**config.mk**
```make
export PLATFORM = sky130hd
export DESIGN_NAME = wshb_arbiter
export DESIGN_NICKNAME = d
export VERILOG_FILES = /design/src/rtl/wshb_arbiter.sv
export SDC_FILE = /design/constraint.sdc
export NUM_CORES = 1
export LEC_CHECK = 0
export BUFFER_PORTS_ARGS = -buffer_cell sky130_fd_sc_hd__buf_2
export CELL_PAD_IN_SITES_DETAIL_PLACEMENT = 1
export CELL_PAD_IN_SITES_GLOBAL_PLACEMENT = 1
export CORE_ASPECT_RATIO = 1.75
export CORE_MARGIN = 10
export CORE_UTILIZATION = 22
export CTS_BUF_LIST = sky130_fd_sc_hd__clkbuf_4
export CTS_CLUSTER_DIAMETER = 200
export DETAILED_ROUTE_END_ITERATION = 8
export HOLD_SLACK_MARGIN = 0.15
export PLACE_DENSITY_LB_ADDON = 0.08
export SLEW_MARGIN = 20
export SYNTH_ARGS = -nofsm -noshare
export SYNTH_HDL_FRONTEND = slang
export SYNTH_SLANG_ARGS = --single-unit
```
**constraint.sdc**
```tcl
create_clock -name clk -period 5.1 [get_ports clk]
set_clock_uncertainty 0.1 [all_clocks]
set_input_delay 0.255 -clock clk [delete_from_list [all_inputs] [get_ports clk]]
set_output_delay 0.255 -clock clk [all_outputs]
set_load 0.02 [all_outputs]
```
**src/rtl/wshb_arbiter.sv**
```systemverilog
// wshb_arbiter
// Two-master, one-slave Wishbone arbiter in front of the SDRAM framebuffer
// controller. Master 0 is the pattern/pixel writer and master 1 is the
// display read path. The bus is granted round-robin and held for the whole
// cyc of the owner. After MAX_GRANT acknowledged transfers the owner is
// pre-empted if the other master is waiting, so neither master can starve
// the other.
//
// Ports:
//   clk, rst          system clock, synchronous active-high reset
//   m0_* / m1_*       master-side Wishbone (cyc, stb, we, adr, dat_ms, sel,
//                     cti, bte in; ack, dat_sm out)
//   s_*               slave-side Wishbone (cyc, stb, we, adr, dat_ms, sel,
//                     cti, bte out; ack, dat_sm in)
//   gnt               one-hot current owner, 00 when idle
module wshb_arbiter #(
  parameter int ADR_W     = 32,
  parameter int DAT_W     = 16,
  parameter int MAX_GRANT = 64
) (
  input  logic               clk,
  input  logic               rst,
  input  logic               m0_cyc,
  input  logic               m0_stb,
  input  logic               m0_we,
  input  logic [ADR_W-1:0]   m0_adr,
  input  logic [DAT_W-1:0]   m0_dat_ms,
  input  logic [DAT_W/8-1:0] m0_sel,
  input  logic [2:0]         m0_cti,
  input  logic [1:0]         m0_bte,
  output logic               m0_ack,
  output logic [DAT_W-1:0]   m0_dat_sm,
  input  logic               m1_cyc,
  input  logic               m1_stb,
  input  logic               m1_we,
  input  logic [ADR_W-1:0]   m1_adr,
  input  logic [DAT_W-1:0]   m1_dat_ms,
  input  logic [DAT_W/8-1:0] m1_sel,
  input  logic [2:0]         m1_cti,
  input  logic [1:0]         m1_bte,
  output logic               m1_ack,
  output logic [DAT_W-1:0]   m1_dat_sm,
  output logic               s_cyc,
  output logic               s_stb,
  output logic               s_we,
  output logic [ADR_W-1:0]   s_adr,
  output logic [DAT_W-1:0]   s_dat_ms,
  output logic [DAT_W/8-1:0] s_sel,
  output logic [2:0]         s_cti,
  output logic [1:0]         s_bte,
  input  logic               s_ack,
  input  logic [DAT_W-1:0]   s_dat_sm,
  output logic [1:0]         gnt
);

  localparam int CNT_W = $clog2(MAX_GRANT + 1);
  localparam logic [CNT_W-1:0] CNT_MAX  = CNT_W'(MAX_GRANT);
  localparam logic [CNT_W-1:0] CNT_LAST = CNT_W'(MAX_GRANT - 1);

  typedef enum logic [1:0] {
    IDLE,
    GNT0,
    GNT1
  } state_t;

  state_t           state;
  state_t           state_nxt;
  logic             prio;
  logic [CNT_W-1:0] cnt;
  logic             quota_done;

  // True on the cycle whose s_ack completes (or is past) the grant quota;
  // a pre-emption therefore only ever lands on the edge after an ack.
  assign quota_done = s_ack && (cnt >= CNT_LAST);

  // Next-state: round-robin from idle, direct hand-over when the owner
  // drops cyc, and pre-emption once the quota is used up.
  always_comb begin
    state_nxt = state;
    case (state)
      IDLE: begin
        if (m0_cyc && (!prio || !m1_cyc))
          state_nxt = GNT0;
        else if (m1_cyc)
          state_nxt = GNT1;
      end
      GNT0: begin
        if (!m0_cyc)
          state_nxt = m1_cyc ? GNT1 : IDLE;
        else if (m1_cyc && quota_done)
          state_nxt = GNT1;
      end
      GNT1: begin
        if (!m1_cyc)
          state_nxt = m0_cyc ? GNT0 : IDLE;
        else if (m0_cyc && quota_done)
          state_nxt = GNT0;
      end
      default: state_nxt = IDLE;
    endcase
  end

  // State, priority pointer and saturating per-grant ack counter. The
  // pointer always names the master that did not just receive the bus;
  // dropping to idle leaves it alone.
  always_ff @(posedge clk) begin
    if (rst) begin
      state <= IDLE;
      prio  <= 1'b0;
      cnt   <= '0;
    end else begin
      state <= state_nxt;
      if (state_nxt != state) begin
        cnt <= '0;
        if (state_nxt == GNT0)
          prio <= 1'b1;
        else if (state_nxt == GNT1)
          prio <= 1'b0;
      end else if (state == IDLE) begin
        cnt <= '0;
      end else if (s_ack && (cnt != CNT_MAX)) begin
        cnt <= cnt + 1'b1;
      end
    end
  end

  // Zero-latency routing from the registered owner; everything idles low.
  always_comb begin
    s_cyc    = 1'b0;
    s_stb    = 1'b0;
    s_we     = 1'b0;
    s_adr    = '0;
    s_dat_ms = '0;
    s_sel    = '0;
    s_cti    = '0;
    s_bte    = '0;
    m0_ack   = 1'b0;
    m1_ack   = 1'b0;
    gnt      = 2'b00;
    case (state)
      GNT0: begin
        s_cyc    = m0_cyc;
        s_stb    = m0_stb;
        s_we     = m0_we;
        s_adr    = m0_adr;
        s_dat_ms = m0_dat_ms;
        s_sel    = m0_sel;
        s_cti    = m0_cti;
        s_bte    = m0_bte;
        m0_ack   = s_ack;
        gnt      = 2'b01;
      end
      GNT1: begin
        s_cyc    = m1_cyc;
        s_stb    = m1_stb;
        s_we     = m1_we;
        s_adr    = m1_adr;
        s_dat_ms = m1_dat_ms;
        s_sel    = m1_sel;
        s_cti    = m1_cti;
        s_bte    = m1_bte;
        m1_ack   = s_ack;
        gnt      = 2'b10;
      end
      default: ;
    endcase
  end

  // Read data goes to both masters; only the owner's ack qualifies it.
  assign m0_dat_sm = s_dat_sm;
  assign m1_dat_sm = s_dat_sm;

endmodule

```
==> impl_metrics.toml <==
[run_status]
status = "finished clean"

[timing]
period_needed_ns = 2.885
max_slew_headroom = 0.5844
maxClockFrequency_ghz = 0.3467
unrepaired_setup_endpoints_after_global_routing = "false"
setup_ws_ns = 2.215
setup_viol = 0
final_hold_viol_count = 0
timing_worst_slew_pin_value_ns = 0.6235
final_cycle_utilization_of_the_critical_path = 0.5656
fin_setup_tns_ns = 0
final-max-slew-violation-count = 0

[cts]
path_clk_slew_ns = 0.07
cts_root_buffer = "sky130_fd_sc_hd__clkbuf_4"
post-cts-setup-buffer-count = 0
clock-sinks = 10
clock_tree_from_tritoncts = "done"
insertion_delay_ns = 0.27
htree_levels = 1
clk_path_buf_depth = 2
tritoncts.num_buffers = 3

[finish]
regArea_um2 = 200.2
layout_common_cells = "sky130_fd_sc_hd__buf_2 (180), sky130_fd_sc_hd__nor2b_1 (60), sky130_fd_sc_hd__a22oi_1 (57)"
layout_commonest_cell = "sky130_fd_sc_hd__buf_2"
multiInputGateArea_um2 = 1373
post_route_cells_drive_above_1_share = 0.5038
fill_cells = 1107
layout-area-overhead-vs-synth_pct = 41.09
final_net_count = 538
layout.core_utilization = 0.3219

[critical_path]
timing.critical_path.required_ns = 5.22
cp-start-kind = "flop"
timing.setup.critical_path_class = "flop to flop"
worstPathArrival_ns = 3.01
end_kind = "flop"
critPathMaxFanout = 7
r2r_cells = 10

[synthesis]
ys.warnings.count = 0
synthCells = 259
ys.flop_type = "sky130_fd_sc_hd__dfxtp_1"
async_flop_share = 0
synthesis.area_per_instance_um2 = 7.372
number_of_enable_type_register_cells_in_the_synthesized_netlist = 0
ys_seq_elements = 10
yosysUniqueCellTypes = 42
synth.cell_area_um2 = 1909
synthesis.nets = 401
seq_area_frac_synth = 0.1048

[power_and_ir_drop]
combinationalPowerShare = 0.795
powerDensity_nw_per_um2 = 285.9
power.clock.fraction = 0.077
power.switching_w = 0.0004011
intPower_w = 0.0003690
p_leak_nw = 1.263
power.share.sequential = 0.128
max_ir_drop_vdd_mv = 0.1376
net_switching_share_of_the_total_power = 0.5208

[detailed_routing]
via_per_inst = 4.724
routed_wire_length_per_instance_um = 19.73
detailedRoute.firstPassIterationCount = 4
totalWireLength_mm = 10.08
remaining_drc_errors = 0
initial_drc_count = 99
dr_total_vias = 2414
final_antenna_net_count = 0

[die]
chipWidth_um = 90.42
floorplan.rows = 44
core_region_area_um2 = 8368
start_util = 0.2282
boundaryPins = 229
die-height_um = 143.2
die_area_um2 = 12950

[global_routing]
groute.usage.overall = 0.1432
first_global_vias = 2579
grt_remaining_overflow = 0
grt_start_max_net_pins = 60
grt_first_pass_wirelength_mm = 15.15
antenna_violations_before_repair = 0

[placed_design]
buffer_ports.inserted = 180
gpl.final_weighted_congestion = 0.8065
post-place-ws_ns = 2.228
hpwlAfterDp_mm = 8.567

[run]
maxCapViolCount = 0

[min_path]
min-delay-path-class = "primary input to flop"
hold_path_depth = 4
[per-stage QoR]
step	hold WS [ns]	area, um^2	instances	total power, W
2_1_floorplan	0.2266	1909	259	0.0005606
3_3_place_gp	0.4102	2655	505	0.0007207
3_5_place_dp	0.4014	2655	505	0.0007273
4_1_cts	0.3451	2691	510	0.0007892
5_1_grt	0.4101	2691	510	0.0008470
6_report	0.3416	2694	511	0.0007701
[cell usage after synthesis (2+ instances only)]
master                     number  area, um^2
sky130_fd_sc_hd__a22oi_1       57       427.9
sky130_fd_sc_hd__and2_1         3       18.77
sky130_fd_sc_hd__xnor2_1        3       26.28
sky130_fd_sc_hd__nor3_1         9       45.04
sky130_fd_sc_hd__or3_1          3       18.77
sky130_fd_sc_hd__nand4_1        2       12.51
sky130_fd_sc_hd__inv_1          4       15.01
sky130_fd_sc_hd__nor2_1         6       22.52
sky130_fd_sc_hd__clkbuf_1      14       52.55
sky130_fd_sc_hd__o21ai_0        2       10.01
sky130_fd_sc_hd__xor2_1         2       17.52
sky130_fd_sc_hd__buf_4         32       240.2
sky130_fd_sc_hd__ha_1           7       87.58
sky130_fd_sc_hd__buf_1          4       15.01
sky130_fd_sc_hd__a21oi_1        3       15.01
sky130_fd_sc_hd__mux2i_1        3       30.03
sky130_fd_sc_hd__nor2b_1       60       375.4
sky130_fd_sc_hd__dfxtp_1       10       200.2
sky130_fd_sc_hd__nand2_1       11       41.29
sky130_fd_sc_hd__o31a_1         2       17.52
[worst max-delay path, stage by stage (launching register included)]
cell,delay [ns]
sky130_fd_sc_hd__dfxtp_1,0.47
sky130_fd_sc_hd__inv_1,0.13
sky130_fd_sc_hd__ha_1,0.28
sky130_fd_sc_hd__nor2b_2,0.17
sky130_fd_sc_hd__a32o_1,0.21
sky130_fd_sc_hd__nor3_1,0.26
sky130_fd_sc_hd__a21o_2,0.20
sky130_fd_sc_hd__ha_1,0.24
sky130_fd_sc_hd__or3b_2,0.49
sky130_fd_sc_hd__o22ai_1,0.16
sky130_fd_sc_hd__or3_1,0.12
[per-layer routing]
layer / vias to the layer above / track usage / share of wire
li1: 1170 / - / -
met1: 1128 / 0.1394 / 0.35
met2: 109 / 0.2873 / 0.56
met3: 7 / 0.04514 / 0.083
met4: 0 / 0.02609 / 0.0061
met5: - / 0 / 0
[sequential cells by signal (all words and copies together), names as in the netlist]
register  cells
state         2
prio          1
cnt           7
[power groups by stage]
stage / clock network [W] / registers (W) / logic [W]
floorplan: 0 / 0.0000971 / 0.000464
global placement: 0 / 0.000100 / 0.000620
detailed placement: 0 / 0.000100 / 0.000627
CTS: 0.0000622 / 0.0000986 / 0.000628
global route: 0.0000665 / 0.000101 / 0.000680
finish: 0.0000595 / 0.0000988 / 0.000612
[path summary, 6_finish.rpt]
| kind | startpoint | to | slack, ns |
|---|---|---|---|
| worst min register to register | cnt[2] | cnt[2] | 0.50 |
| worst max register to register | state[0] | prio | 2.22 |
| worst min-delay path | s_ack | cnt[2] | 0.34 |
| worst max-delay path | state[0] | prio | 2.22 |
[logic make-up after synthesis]
logic type      share of synthesized area
compound gates                     0.2982
buf+inv                            0.1789
xor+xnor                          0.02294
flops                              0.1048
mux                               0.01573
simple gates                       0.3336
fa+ha+maj                         0.04587
[final cells by class]
| cell class | count | share of cell area |
|---|---|---|
| sequential | 10 | 0.07432 |
| multi-input combinational | 193 | 0.5095 |
| tap | 115 | 0.05341 |
| clock buffer | 3 | 0.008360 |
| timing repair buffer | 184 | 0.3465 |
| inverter | 4 | 0.005574 |
| clock inverter | 1 | 0.001393 |
| antenna | 1 | 0.0009289 |
[timing repair]
| item | CTS | global route |
|---|---|---|
| setup endpoints to repair | 0 | 0 |
| resized for setup | 0 | 0 |
| hold buffers | 1 | 0 |
| hold endpoints to repair | 2 | 0 |
Note: power is estimated with default switching activity, not from simulation.
